**src/rtl/game_pkg.sv**
```systemverilog
// Shared game operation encoding, PS/2 set-2 scan codes and scan-code decode helpers.
package game_pkg;

    typedef enum logic [2:0] {
        OP_W     = 3'b000,
        OP_A     = 3'b001,
        OP_S     = 3'b010,
        OP_D     = 3'b011,
        OP_SPACE = 3'b100,
        OP_Z     = 3'b101,
        OP_NONE  = 3'b110
    } op_e;

    localparam logic [7:0] SC_W     = 8'h1D;
    localparam logic [7:0] SC_A     = 8'h1C;
    localparam logic [7:0] SC_S     = 8'h1B;
    localparam logic [7:0] SC_D     = 8'h23;
    localparam logic [7:0] SC_SPACE = 8'h29;
    localparam logic [7:0] SC_Z     = 8'h1A;
    localparam logic [7:0] SC_BREAK = 8'hF0;
    localparam logic [7:0] SC_EXT   = 8'hE0;
    localparam logic [7:0] SC_UP    = 8'h75;
    localparam logic [7:0] SC_LEFT  = 8'h6B;
    localparam logic [7:0] SC_DOWN  = 8'h72;
    localparam logic [7:0] SC_RIGHT = 8'h74;

    function automatic op_e decode_base(input logic [7:0] code);
        case (code)
            SC_W:     return OP_W;
            SC_A:     return OP_A;
            SC_S:     return OP_S;
            SC_D:     return OP_D;
            SC_SPACE: return OP_SPACE;
            SC_Z:     return OP_Z;
            default:  return OP_NONE;
        endcase
    endfunction

    function automatic op_e decode_ext(input logic [7:0] code);
        case (code)
            SC_UP:    return OP_W;
            SC_LEFT:  return OP_A;
            SC_DOWN:  return OP_S;
            SC_RIGHT: return OP_D;
            default:  return OP_NONE;
        endcase
    endfunction

endpackage

```
**src/rtl/ps2_rx_frame.sv**
```systemverilog
// PS/2 frame receiver: line synchroniser, falling-edge detect, bit FSM, idle timeout and frame check.
module ps2_rx_frame #(
    parameter int unsigned SYNC_STAGES    = 2,
    parameter int unsigned TIMEOUT_CYCLES = 50000,
    parameter int unsigned LOG2_TIMEOUT   = 16
) (
    input  logic       clock,
    input  logic       reset,
    input  logic       ps2_clock,
    input  logic       ps2_data,
    output logic       byte_valid,
    output logic [7:0] byte_data,
    output logic       frame_error
);

    typedef enum logic {RX_IDLE, RX_BITS} rx_state_e;

    rx_state_e               state_q, state_d;
    logic [SYNC_STAGES-1:0]  clk_sync, data_sync;
    logic                    clk_prev;
    logic                    fall;
    logic [3:0]              bit_cnt;
    logic [9:0]              shreg;
    logic [10:0]             frame_next;
    logic [LOG2_TIMEOUT-1:0] timer;
    logic                    frame_done, frame_ok, timed_out;

    always_ff @(posedge clock or negedge reset) begin
        if (!reset) begin
            clk_sync  <= '1;
            data_sync <= '1;
            clk_prev  <= 1'b1;
        end else begin
            clk_sync  <= {clk_sync[SYNC_STAGES-2:0], ps2_clock};
            data_sync <= {data_sync[SYNC_STAGES-2:0], ps2_data};
            clk_prev  <= clk_sync[SYNC_STAGES-1];
        end
    end

    assign fall = clk_prev & ~clk_sync[SYNC_STAGES-1];

    // Bit 0 = start, 1..8 = data LSB first, 9 = parity, 10 = stop (the bit arriving now).
    assign frame_next = {data_sync[SYNC_STAGES-1], shreg};

    always_ff @(posedge clock or negedge reset) begin
        if (!reset) state_q <= RX_IDLE;
        else        state_q <= state_d;
    end

    always_comb begin
        state_d = state_q;
        case (state_q)
            RX_IDLE: if (fall) state_d = RX_BITS;
            RX_BITS: if (frame_done || timed_out) state_d = RX_IDLE;
            default: state_d = RX_IDLE;
        endcase
    end

    always_comb begin
        frame_done = (state_q == RX_BITS) && fall && (bit_cnt == 4'd10);
        timed_out  = (state_q == RX_BITS) && !fall && (timer == LOG2_TIMEOUT'(TIMEOUT_CYCLES));
        frame_ok   = ~frame_next[0] & frame_next[10] & (^frame_next[9:1]);
    end

    always_ff @(posedge clock or negedge reset) begin
        if (!reset) begin
            bit_cnt     <= '0;
            shreg       <= '0;
            timer       <= '0;
            byte_valid  <= 1'b0;
            byte_data   <= '0;
            frame_error <= 1'b0;
        end else begin
            byte_valid  <= frame_done & frame_ok;
            frame_error <= (frame_done & ~frame_ok) | timed_out;
            if (frame_done && frame_ok) byte_data <= frame_next[8:1];
            if (fall) begin
                shreg   <= {data_sync[SYNC_STAGES-1], shreg[9:1]};
                bit_cnt <= (state_q == RX_IDLE) ? 4'd1 : bit_cnt + 4'd1;
            end
            if (state_q == RX_IDLE || fall) timer <= '0;
            else                            timer <= timer + 1'b1;
        end
    end

endmodule

```
**src/rtl/keyboard_decoder.sv**
```systemverilog
// PS/2 keyboard front end: scan-code FSM plus single-entry ready/read_fin holding register.
// Optional typematic repeat suppression when KBD_REPEAT_FILTER_EN is defined.
module keyboard_decoder #(
    parameter int unsigned SYNC_STAGES    = 2,
    parameter int unsigned TIMEOUT_CYCLES = 50000,
    parameter int unsigned LOG2_TIMEOUT   = 16
) (
    input  logic       clock,
    input  logic       reset,
    input  logic       ps2_clock,
    input  logic       ps2_data,
    input  logic       keyboard_read_fin,
    output logic       keyboard_ready,
    output logic [2:0] keyboard_data,
    output logic       frame_error
);

    import game_pkg::*;

    typedef enum logic [1:0] {CODE_BASE, CODE_BRK, CODE_EXT, CODE_EXT_BRK} code_state_e;

    code_state_e code_q, code_d;
    logic        byte_valid;
    logic [7:0]  byte_data;
    logic        emit;
    op_e         emit_op;
    op_e         data_q;

    ps2_rx_frame #(
        .SYNC_STAGES   (SYNC_STAGES),
        .TIMEOUT_CYCLES(TIMEOUT_CYCLES),
        .LOG2_TIMEOUT  (LOG2_TIMEOUT)
    ) u_rx (
        .clock      (clock),
        .reset      (reset),
        .ps2_clock  (ps2_clock),
        .ps2_data   (ps2_data),
        .byte_valid (byte_valid),
        .byte_data  (byte_data),
        .frame_error(frame_error)
    );

    always_ff @(posedge clock or negedge reset) begin
        if (!reset) code_q <= CODE_BASE;
        else        code_q <= code_d;
    end

    always_comb begin
        code_d = code_q;
        if (byte_valid) begin
            case (code_q)
                CODE_BASE: begin
                    if (byte_data == SC_BREAK)    code_d = CODE_BRK;
                    else if (byte_data == SC_EXT) code_d = CODE_EXT;
                end
                CODE_EXT: code_d = (byte_data == SC_BREAK) ? CODE_EXT_BRK : CODE_BASE;
                default:  code_d = CODE_BASE;
            endcase
        end
    end

`ifdef KBD_REPEAT_FILTER_EN
    op_e held_base_q, held_ext_q;

    // A release only clears the held key when it names that same key.
    always_ff @(posedge clock or negedge reset) begin
        if (!reset) begin
            held_base_q <= OP_NONE;
            held_ext_q  <= OP_NONE;
        end else if (byte_valid) begin
            case (code_q)
                CODE_BASE:
                    if (decode_base(byte_data) != OP_NONE) held_base_q <= decode_base(byte_data);
                CODE_BRK:
                    if (decode_base(byte_data) == held_base_q) held_base_q <= OP_NONE;
                CODE_EXT:
                    if (decode_ext(byte_data) != OP_NONE) held_ext_q <= decode_ext(byte_data);
                CODE_EXT_BRK:
                    if (decode_ext(byte_data) == held_ext_q) held_ext_q <= OP_NONE;
                default: ;
            endcase
        end
    end
`endif

    always_comb begin
        emit    = 1'b0;
        emit_op = OP_NONE;
        if (byte_valid) begin
            case (code_q)
                CODE_BASE: begin
                    emit_op = decode_base(byte_data);
                    emit    = (emit_op != OP_NONE);
`ifdef KBD_REPEAT_FILTER_EN
                    if (emit_op == held_base_q) emit = 1'b0;
`endif
                end
                CODE_EXT: begin
                    emit_op = decode_ext(byte_data);
                    emit    = (emit_op != OP_NONE);
`ifdef KBD_REPEAT_FILTER_EN
                    if (emit_op == held_ext_q) emit = 1'b0;
`endif
                end
                default: ;
            endcase
        end
    end

    // A new op takes priority over a same-cycle acknowledge; the older op is treated as consumed.
    always_ff @(posedge clock or negedge reset) begin
        if (!reset) begin
            keyboard_ready <= 1'b0;
            data_q         <= OP_NONE;
        end else if (emit) begin
            keyboard_ready <= 1'b1;
            data_q         <= emit_op;
        end else if (keyboard_ready && keyboard_read_fin) begin
            keyboard_ready <= 1'b0;
            data_q         <= OP_NONE;
        end
    end

    assign keyboard_data = data_q;

endmodule
```
**config.mk**
```make
export PLATFORM = sky130hd
export DESIGN_NAME = keyboard_decoder
export DESIGN_NICKNAME = d
export VERILOG_FILES = /design/src/rtl/game_pkg.sv /design/src/rtl/ps2_rx_frame.sv /design/src/rtl/keyboard_decoder.sv
export SDC_FILE = /design/constraint.sdc
export NUM_CORES = 1
export LEC_CHECK = 0
export CAP_MARGIN = 5
export CORE_MARGIN = 1
export CORE_UTILIZATION = 62
export DETAILED_ROUTE_END_ITERATION = 8
export PLACE_DENSITY = 0.87
export SLEW_MARGIN = 20
export SYNTH_ARGS = -nofsm -noshare
export SYNTH_HDL_FRONTEND = slang
export SYNTH_HIERARCHICAL = 1
export SYNTH_SLANG_ARGS = --single-unit
```
**constraint.sdc**
```tcl
create_clock -name clock -period 3.9 [get_ports clock]
set_clock_uncertainty 0.15 [all_clocks]
set_input_delay 0.78 -clock clock [delete_from_list [all_inputs] [get_ports clock]]
set_output_delay 0.78 -clock clock [all_outputs]
set_load 0.02 [all_outputs]
```
== After elaboration in Yosys (flattened, before gate mapping) ==
Cells that the tools add are included.
W data, S select, Z words.
Storage, ports and cells
  register bits after elaboration: 52
  output and inout bits: 5
  word-level logic and storage cells: 79
Operators by class
  add/sub/neg operators: 2
  equality and inequality tests: 18
  multiplexer cells: 23
  bitwise logic cells: 10
  reduce and logical (&&, ||, !) cells: 13
Operators with widths (number)
  $eq A8 B5 Y1 const B: 4
  $eq A8 B7 Y1 const B: 4
  $mux W3: 7
  $pmux W3 S6: 1
  $add A16 B1 Y16 const B: 1
  $eq A16 B16 Y1 const B: 1
  $eq A8 B6 Y1 const B: 2
  $eq A8 B8 Y1 const B: 2
  $mux W16: 1
  $pmux W3 S4: 1
  $ne A3 B3 Y1 const B: 3
  $reduce_xor A9 Y1: 1
  $logic_and A1 B1 Y1: 6
  $mux W2: 3
  $pmux W3 S2: 1
  $and A1 B1 Y1: 5
  $mux W1: 5
  $add A4 B1 Y4 const B: 1
  $eq A4 B4 Y1 const B: 1
  $mux W4: 1
  $not A1 Y1: 4
  $pmux W1 S2: 2
  $pmux W2 S2: 1
  $eq A2 B2 Y1 const B: 1
  other kinds (6): 7

== Logic depth before layout (Yosys ltp) ==
Gate-level depths: netlist of the first run.
  depth after elaboration: 8
  gate-level depth with buffers: 6
  depth with buffers taken out: 6

== Hierarchy ==
The synthesis of the first run kept the hierarchy.
By module, submodules not included
  ps2_rx_frame: times used 1, cells each 172, area each 2099.5 sq um, sequential area each 1157.4 sq um
  keyboard_decoder: times used 1, cells each 63, area each 538.0 sq um, sequential area each 152.6 sq um

== Worst setup path after synthesis of the first run ==
Ideal clock, no wire load.
  path type: reg2reg
  start point: reg u_rx.shreg[3]
  end point: reg u_rx.byte_data[0]
  library setup time: 125 ps
  data arrival time: 1741 ps
  slack: 1884 ps
  stages on the path, launching flop included: 5
  path buffers: 0
  period minus slack after synthesis: 2016 ps
  cells stage by stage: dfrtp_1 > xor2_1 > xnor3_2 > mux2i_4 > mux2_4
On the way
  cells in the longest elaborated chain, start to end: 3
RTL lines
  start: declaration: RTL line ps2_rx_frame.sv:23  | logic [9:0] shreg;
  start signal: assignment: RTL line ps2_rx_frame.sv:78  | shreg <= {data_sync[SYNC_STAGES-1], shreg[9:1]};
  $reduce_xor A9 Y1: RTL line ps2_rx_frame.sv:62  | frame_ok = ~frame_next[0] & frame_next[10] & (^frame_next[9:1]);
  $and A1 B1 Y1: RTL line ps2_rx_frame.sv:62
  $logic_and A1 B1 Y1: RTL line ps2_rx_frame.sv:76  | if (frame_done && frame_ok) byte_data <= frame_next[8:1];
  end signal: assignment: RTL line ps2_rx_frame.sv:76
  end: declaration: RTL line ps2_rx_frame.sv:12  | output logic [7:0] byte_data,
No other way between the ends.
A chain may end at the register's enable or synchronous reset.

== Worst setup path in the final report of the first run ==
  start point: reg data_q[2] (netlist: keyboard_data[2])
  end point: out keyboard_data[2]
RTL lines
  start: declaration: RTL line keyboard_decoder.sv:27  | op_e data_q;
  start signal: assignment: RTL line keyboard_decoder.sv:117  | data_q <= emit_op;
  end: declaration: RTL line keyboard_decoder.sv:14  | output logic [2:0] keyboard_data,
No word-level cell between the ends.

==> results of run 1 <==
final timing paths:
path	start	end	slack (ns)	depth (start not counted)
min in group asynchronous	reset	u_rx/timer[9]	0.33	1
setup / recovery	keyboard_data[2]	keyboard_data[2]	1.53	1
hold / removal	u_rx/clk_sync[0]	u_rx/clk_sync[1]	0.21	0
setup reg to reg	u_rx/clk_prev	u_rx/byte_data[3]	1.63	5
hold reg to reg	u_rx/clk_sync[0]	u_rx/clk_sync[1]	0.21	0
max in group asynchronous	reset	u_rx/shreg[4]	2.85	1
through the flow:
step / utilization, % / total power, W / std cells
2_1_floorplan: - / 0.00105 / 235
3_3_place_gp: 68.9 / 0.00112 / 291
3_5_place_dp: 68.9 / 0.00114 / 291
4_1_cts: 71.2 / 0.00145 / 299
5_1_grt: 71.2 / 0.00152 / 299
6_report: 71.2 / 0.00144 / 299
cell usage in the layout, fill, tap and decap left out, drive strengths merged, types with 3 or more instances in the layout:
master and instances:
nor2 20, nand2 15, nand3 11, and4bb 3, clkbuf 8, dfstp 7, clkdlybuf4s50 8, mux2i 3
nand4 5, o21ai 11, a21oi 10, nand4b 4, xnor2 13, ha 4, or3 4, mux2 18
inv 9, nor3 6, dfrtp 45, nand2b 6, nor4 5
sequential cells by signal, indices dropped and copies added, names as in the netlist, 2 cells and up:
| register | cells |
|---|---|
| code_q | 2 |
| keyboard_data | 3 |
| u_rx/bit_cnt | 4 |
| u_rx/byte_data | 8 |
| u_rx/clk_sync | 2 |
| u_rx/data_sync | 2 |
| u_rx/shreg | 10 |
| u_rx/timer | 16 |
per-layer routing:
layer	track usage (%)	part of all wire, %
met1	28.0	46
met5	0	0
met3	4.05	3.1
met2	36.1	49
met4	12.2	2.2
synthesized netlist by cell type (4+ instances only):
master,count
sky130_fd_sc_hd__mux2_2,10
sky130_fd_sc_hd__clkbuf_1,4
sky130_fd_sc_hd__nand2b_1,6
sky130_fd_sc_hd__nor3_1,6
sky130_fd_sc_hd__nor4_1,4
sky130_fd_sc_hd__dfstp_2,7
sky130_fd_sc_hd__nand2_1,15
sky130_fd_sc_hd__mux2_4,8
sky130_fd_sc_hd__ha_1,4
sky130_fd_sc_hd__nor2_1,20
sky130_fd_sc_hd__dfrtp_1,45
sky130_fd_sc_hd__a21oi_1,9
sky130_fd_sc_hd__xnor2_1,13
sky130_fd_sc_hd__nand3_1,11
sky130_fd_sc_hd__nand4b_1,4
sky130_fd_sc_hd__o21ai_0,11
sky130_fd_sc_hd__inv_1,9
sky130_fd_sc_hd__nand4_1,5
cell type report:
type                            instances  area (um^2)
Fill cell                             295         1160
Clock buffer                            8         90.1
Sequential cell                        52         1310
Tap cell                               50         62.6
Multi-Input combinational cell        170         1280
Timing Repair Buffer                   10         95.1
Inverter                                9         33.8
power groups by stage:
stage	sequential [W]	combinational [W]	clock, W
floorplan	0.000709	0.000343	0
global placement	0.000730	0.000390	0
detailed placement	0.000737	0.000406	0
CTS	0.000726	0.000407	0.000321
global route	0.000739	0.000445	0.000340
finish	0.000726	0.000403	0.000308
kinds of logic after synthesis:
family          after synthesis  share of synthesized area, %
compound gates               34                          8.59
xor+xnor                     17                          6.78
fa+ha+maj                     4                          1.90
buf+inv                      13                          1.85
flops                        52                          49.7
mux                          21                          10.4
simple gates                 94                          20.8
==> tab_implementation.tex, run 1 <==
\begin{tabular}{lr}
\hline
Metric & Value \\
\hline
\multicolumn{2}{l}{\textbf{CTS}} \\
\quad Maximum level of the CTS H-tree & 2 \\
\quad TritonCTS clock tree & built \\
\quad Number of buffers on the longest clock path & 2 \\
\quad Total of hold buffers inserted after clock tree synthesis & 0 \\
\quad Post-CTS setup buffer count & 0 \\
\quad Cell at the root of the clock tree & sky130\_fd\_sc\_hd\_\_clkbuf\_8 \\
\quad Post-CTS Resized & 0 \\
\quad Inserted Clock Buffers & 5 \\
\quad Insertion delay to the later sink of the worst-skew pair & 0.31 ns \\
\quad Count of clock tree sinks & 52 \\
\quad Clock-pin slew reported for the worst setup and hold paths after clock tree synthesis & 0.09 ns \\
\multicolumn{2}{l}{\textbf{Global routing}} \\
\quad Number of global-route vias before repair & 1649 \\
\quad Global-route wire length before repair & 7290 um \\
\quad Residual overflow from global routing & 0 \\
\quad Maximum number of pins on one net before global-route repair & 53 \\
\quad Total global-route track usage & 22.2\% \\
\quad Antenna violations before repair & 0 \\
\multicolumn{2}{l}{\textbf{Worst setup path}} \\
\quad Required time of the critical path & 2.97 ns \\
\quad Crit path max-delay cell type & sky130\_fd\_sc\_hd\_\_clkdlybuf4s50\_1 \\
\quad Cell family with most CP delay & buffers and inverters \\
\quad Max stage delay on crit path & 0.59 ns \\
\quad Endpoint class of the critical path & output port \\
\quad WS Path Type & register to output port \\
\quad CP max FO & 2 \\
\quad Crit path cell chain & clkdlybuf4s50\_1 \\
\quad Worst endpoint data arrival time & 1.44 ns \\
\quad Type of origin of the critical path & register \\
\quad Combined buffer and inverter count along the critical path & 1 \\
\multicolumn{2}{l}{\textbf{Power and ir drop}} \\
\quad Clock group share of total power & 21.4\% \\
\quad Net Sw Frac & 29.9\% \\
\quad IR Drop Worst-Case VDD & 0.000386 V \\
\quad Total power per unit cell area & 500 mW/mm\^{}2 \\
\quad Net switching power figure & 0.000429 W \\
\quad Fraction of power consumed by sequential logic & 50.5\% \\
\quad Power share of the combinational group & 28.0\% \\
\quad P\_int & 0.00101 W \\
\quad LEAKAGE & 1.23 nW \\
\multicolumn{2}{l}{\textbf{Outcome}} \\
\quad Outcome & complete, no violations \\
\multicolumn{2}{l}{\textbf{STA}} \\
\quad Worst rel slew slack & 58.9\% \\
\quad Post-route setup TNS & 0 ns \\
\quad Maximum clock rate & 0.423 GHz \\
\quad Worst-case setup margin in the final layout & 1.53 ns \\
\quad Final worst path period share & 60.7\% \\
\quad Count of final setup violators & 0 \\
\quad Setup repair after global routing missed its margin & no \\
\quad Slew Limit Fails & 0 \\
\quad Min Clock Period, post-route & 2.37 ns \\
\quad Endpoints failing hold & 0 \\
\quad Transition time of the tightest slew-check pin & 0.617 ns \\
\quad Hold\_ws & 0.212 ns \\
\multicolumn{2}{l}{\textbf{Route}} \\
\quad Vias per std cell & 6.00 \\
\quad Vias & 1795 \\
\quad Number of search-and-repair iterations in the first detailed-routing pass & 4 \\
\quad Antenna-violating nets left & 0 \\
\quad Remaining routing DRC violations & 0 \\
\quad DRC violation total after the first TritonRoute iteration & 104 \\
\quad Drt total wl & 4390 um \\
\quad Routed wirelength normalized by instance count & 14.7 um \\
\multicolumn{2}{l}{\textbf{Synthesis}} \\
\quad Net count after synthesis & 244 \\
\quad Mapped Area & 0.00264 mm\^{}2 \\
\quad Library cells used by synthesis & 52 \\
\quad Leading register cell type out of synthesis & sky130\_fd\_sc\_hd\_\_dfrtp\_1 \\
\quad Synthesized area divided by synthesized cell count & 11.2 um\^{}2 \\
\quad Number of storage elements in the synthesis netlist & 52 \\
\quad Top cells by area in the synthesized netlist & sky130\_fd\_sc\_hd\_\_dfrtp\_1 43\%, sky130\_fd\_sc\_hd\_\_dfstp\_2 7.0\%, sky130\_fd\_sc\_hd\_\_mux2\_4 4.6\% \\
\quad Syn Inst Count & 235 \\
\quad Fraction of registers with async set/reset & 100\% \\
\quad Cell taking the most area after synthesis & sky130\_fd\_sc\_hd\_\_dfrtp\_1 \\
\quad Post-synth EDFFs & 0 \\
\quad Post-synthesis sequential area ratio & 49.7\% \\
\quad Synth Warn \# & 6 \\
\quad Share of Yosys cell area claimed by the top area cell type & 42.7\% \\
\multicolumn{2}{l}{\textbf{Floorplanning}} \\
\quad Vert. Die Dim & 67.2 um \\
\quad Boundary Pins & 10 \\
\quad Core area & 0.00403 mm\^{}2 \\
\quad Horizontal die dimension & 67.2 um \\
\quad Number of rows in the core area & 23 \\
\quad Die Footprint & 0.00452 mm\^{}2 \\
\quad Starting Density & 65.5\% \\
\multicolumn{2}{l}{\textbf{Place}} \\
\quad Final RePlAce weighted congestion & 0.863 \\
\quad Pre-CTS setup slack & 1.65 ns \\
\quad Estimated wirelength of the detail-placed design & 3070 um \\
\quad Port Buffers & 9 \\
\quad Post-Place Cell Area & 0.00278 mm\^{}2 \\
\multicolumn{2}{l}{\textbf{Finish}} \\
\quad Synth-to-layout area growth & 8.82\% \\
\quad Area of all placed cells without fillers & 0.00287 mm\^{}2 \\
\quad Fraction of layout cells with a size suffix above 1 & 19.3\% \\
\quad Antenna diode instance count & 0 \\
\quad Layout Nets & 257 \\
\multicolumn{2}{l}{\textbf{Min path}} \\
\quad Path class of the lowest-slack min-delay path & register to register \\
\multicolumn{2}{l}{\textbf{Job}} \\
\quad Max-cap check violation count & 0 \\
\hline
\end{tabular}
No activity file was read; power rests on OpenSTA's default activity.
==> inputs of run 2 (changes only) <==
Settings changed: CORE_UTILIZATION 62 to 54, PLACE_DENSITY 0.87 to 0.81.
Clock period 3.9 ns to 1.9 ns, I/O delays scaled along.
==> run 2 against run 1 <==
  * Die area is 14% higher
  * Clock-buffer cell count is 1 lower
  * Largest power group unchanged
  * Highest routed layer unchanged
  * Via count up 11%
  * Register-to-register slack got worse by 1.7 ns
  * Largest cell class is now multi-input combinational cells
  * Critical path type is now register to register
  * Global-route usage up 0.83 points
  * Utilization shrank 0.41 points
  * The flow now finishes with violations (setup timing)
  * Non-clock buffer count increased by 43
  * Sequential power grew 98%
  * Total power rose by 150%
==> tab_implementation.tex, run 2 (synthesized netlist as in run 1, its figures left out) <==
\begin{tabular}{lr}
\hline
Metric & Value \\
\hline
\multicolumn{2}{l}{\textbf{Route}} \\
\quad Routed wirelength normalized by instance count & 14.6 um (was 14.7 um) \\
\quad Vias & 1985 (was 1795) \\
\quad DRC violation total after the first TritonRoute iteration & 167 (was 104) \\
\quad Vias per std cell & 5.53 (was 6.00) \\
\quad Number of search-and-repair iterations in the first detailed-routing pass & 4 (unchanged) \\
\quad Antenna-violating nets left & 0 (unchanged) \\
\quad Drt total wl & 5230 um (was 4390 um) \\
\quad Remaining routing DRC violations & 0 (unchanged) \\
\multicolumn{2}{l}{\textbf{Power and ir drop}} \\
\quad Total power per unit cell area & 1060 mW/mm\^{}2 (was 500 mW/mm\^{}2) \\
\quad LEAKAGE & 1.51 nW (was 1.23 nW) \\
\quad IR Drop Worst-Case VDD & 0.000823 V (was 0.000386 V) \\
\multicolumn{2}{l}{\textbf{Global routing}} \\
\quad Antenna violations before repair & 0 (unchanged) \\
\quad Residual overflow from global routing & 0 (unchanged) \\
\quad Global-route wire length before repair & 9090 um (was 7290 um) \\
\quad Maximum number of pins on one net before global-route repair & 53 (unchanged) \\
\quad Number of global-route vias before repair & 1962 (was 1649) \\
\quad Total global-route track usage & 23.1\% (was 22.2\%) \\
\multicolumn{2}{l}{\textbf{Worst setup path}} \\
\quad CP max FO & 4 (was 2) \\
\quad Endpoint class of the critical path & register (was output port) \\
\quad WS Path Type & register to register (was register to output port) \\
\quad Type of origin of the critical path & register (unchanged) \\
\quad Worst endpoint data arrival time & 2.04 ns (was 1.44 ns) \\
\quad Required time of the critical path & 1.94 ns (was 2.97 ns) \\
\multicolumn{2}{l}{\textbf{Place}} \\
\quad Port Buffers & 9 (unchanged) \\
\quad Estimated wirelength of the detail-placed design & 3560 um (was 3070 um) \\
\quad Final RePlAce weighted congestion & 0.823 (was 0.863) \\
\quad Pre-CTS setup slack & -0.189 ns (was 1.65 ns) \\
\quad Post-Place Cell Area & 0.00311 mm\^{}2 (was 0.00278 mm\^{}2) \\
\multicolumn{2}{l}{\textbf{CTS}} \\
\quad Inserted Clock Buffers & 5 (unchanged) \\
\quad Maximum level of the CTS H-tree & 2 (unchanged) \\
\quad Insertion delay to the later sink of the worst-skew pair & 0.31 ns (about the same) \\
\quad TritonCTS clock tree & built (unchanged) \\
\quad Clock-pin slew reported for the worst setup and hold paths after clock tree synthesis & 0.09 ns (about the same) \\
\quad Count of clock tree sinks & 52 (unchanged) \\
\quad Number of buffers on the longest clock path & 2 (unchanged) \\
\quad Cell at the root of the clock tree & sky130\_fd\_sc\_hd\_\_clkbuf\_8 (unchanged) \\
\multicolumn{2}{l}{\textbf{Floorplanning}} \\
\quad Horizontal die dimension & 71.9 um (was 67.2 um) \\
\quad Core area & 0.00472 mm\^{}2 (was 0.00403 mm\^{}2) \\
\quad Die Footprint & 0.00517 mm\^{}2 (was 0.00452 mm\^{}2) \\
\quad Boundary Pins & 10 (unchanged) \\
\quad Starting Density & 55.8\% (was 65.5\%) \\
\quad Number of rows in the core area & 25 (was 23) \\
\quad Vert. Die Dim & 71.9 um (was 67.2 um) \\
\multicolumn{2}{l}{\textbf{STA}} \\
\quad Setup repair after global routing missed its margin & yes (was no) \\
\quad Endpoints failing hold & 0 (unchanged) \\
\quad Worst rel slew slack & 76.8\% (was 58.9\%) \\
\quad Count of final setup violators & 11 (was 0) \\
\quad Worst-case setup margin in the final layout & -0.0991 ns (was 1.53 ns) \\
\quad Transition time of the tightest slew-check pin & 0.347 ns (was 0.617 ns) \\
\quad Maximum clock rate & 0.500 GHz \\
\quad Final worst path period share & 105\% \\
\quad Min Clock Period, post-route & 2.00 ns \\
\quad Slew Limit Fails & 0 (unchanged) \\
\quad Post-route setup TNS & -0.844 ns (was 0 ns) \\
\multicolumn{2}{l}{\textbf{Finish}} \\
\quad Synth-to-layout area growth & 26.9\% (was 8.82\%) \\
\quad Largest register by flop count & u\_rx/timer (unchanged) \\
\quad Max reg flops & 16 (unchanged) \\
\quad Most common cell after layout, fill and taps aside & sky130\_fd\_sc\_hd\_\_dfrtp\_1 (unchanged) \\
\quad Layout Nets & 300 (was 257) \\
\quad Commonest non-fill, non-tap cells in the layout & 45 x sky130\_fd\_sc\_hd\_\_dfrtp\_1, 40 x sky130\_fd\_sc\_hd\_\_buf\_4, 20 x sky130\_fd\_sc\_hd\_\_nor2\_1 (was 45 x sky130\_fd\_sc\_hd\_\_dfrtp\_1, 20 x sky130\_fd\_sc\_hd\_\_nor2\_1, 15 x sky130\_fd\_sc\_hd\_\_nand2\_1) \\
\quad Area of all placed cells without fillers & 0.00335 mm\^{}2 (was 0.00287 mm\^{}2) \\
\quad Largest registers & u\_rx/timer (16), u\_rx/shreg (10), u\_rx/byte\_data (8) (unchanged) \\
\quad Fraction of layout cells with a size suffix above 1 & 33.2\% (was 19.3\%) \\
\quad Antenna diode instance count & 0 (unchanged) \\
\multicolumn{2}{l}{\textbf{Outcome}} \\
\quad Violated checks & setup timing \\
\quad Outcome & finished, violations left (was complete, no violations) \\
\multicolumn{2}{l}{\textbf{Min path}} \\
\quad Path class of the lowest-slack min-delay path & register to register (unchanged) \\
\multicolumn{2}{l}{\textbf{Job}} \\
\quad Max-cap check violation count & 0 (unchanged) \\
\hline
\end{tabular}
run 2: worst paths after layout:
kind | to | slack (ns) | from | depth (start not counted)
min in group asynchronous | u_rx/timer[13] | 0.43 | reset | 3
setup reg to reg | u_rx/byte_data[4] | -0.1 | u_rx/shreg[5] | 5
hold / removal | u_rx/data_sync[1] | 0.21 | u_rx/data_sync[0] | 0
max in group asynchronous | keyboard_data[2] | 0.88 | reset | 3
hold reg to reg | u_rx/data_sync[1] | 0.21 | u_rx/data_sync[0] | 0
setup / recovery | u_rx/byte_data[4] | -0.1 | u_rx/shreg[5] | 5
run 2: routing by layer:
layer,part of all wire [%],track usage (%),up-vias
li1,-,-,957
met1,45,29.3,981
met2,50,39.4,40
met3,3.5,4.22,7
met4,1.4,8.71,0
met5,0,0,-
run 2: where the power goes:
part,switching [W],internal (W),total (W)
clock network,0.000351,0.000465,0.000816
registers,0.000153,0.00128,0.00144
logic,0.000546,0.000747,0.00129
run 2: timing repair:
action,CTS,global route
gates resized for setup,7,10
hold buffers,1,0
setup buffers,4,1
hold endpoints to repair,45,0
pin swaps,1,6
endpoints found under the setup margin,13,15
run 2: critical path: stages (launching register included):
cell and delay [ns]:
sky130_fd_sc_hd__dfrtp_1 0.40, sky130_fd_sc_hd__xnor2_1 0.17, sky130_fd_sc_hd__xnor3_2 0.50, sky130_fd_sc_hd__mux2i_4 0.21, sky130_fd_sc_hd__buf_6 0.15, sky130_fd_sc_hd__mux2_4 0.30
run 2: cell type report:
class / instances / area, um^2
clock buffers: 7 / 96.3
clock inverters: 1 / 30.0
fillers: 341 / 1380
inverters: 9 / 33.8
multi-input cells: 170 / 1350
flip-flops and latches: 52 / 1310
well taps: 67 / 83.8
repair buffers: 53 / 438
run 2: metrics by stage:
stage | utilization, % | cells | hold WS, ns | total power [W]
4_1_cts | 70.0 | 358 | 0.213 | 0.00352
3_5_place_dp | 65.9 | 345 | 0.200 | 0.00264
2_1_floorplan | - | 235 | -0.0656 | 0.00216
6_report | 70.8 | 359 | 0.211 | 0.00355
5_1_grt | 70.8 | 359 | 0.218 | 0.00376
3_3_place_gp | 65.9 | 345 | 0.196 | 0.00259
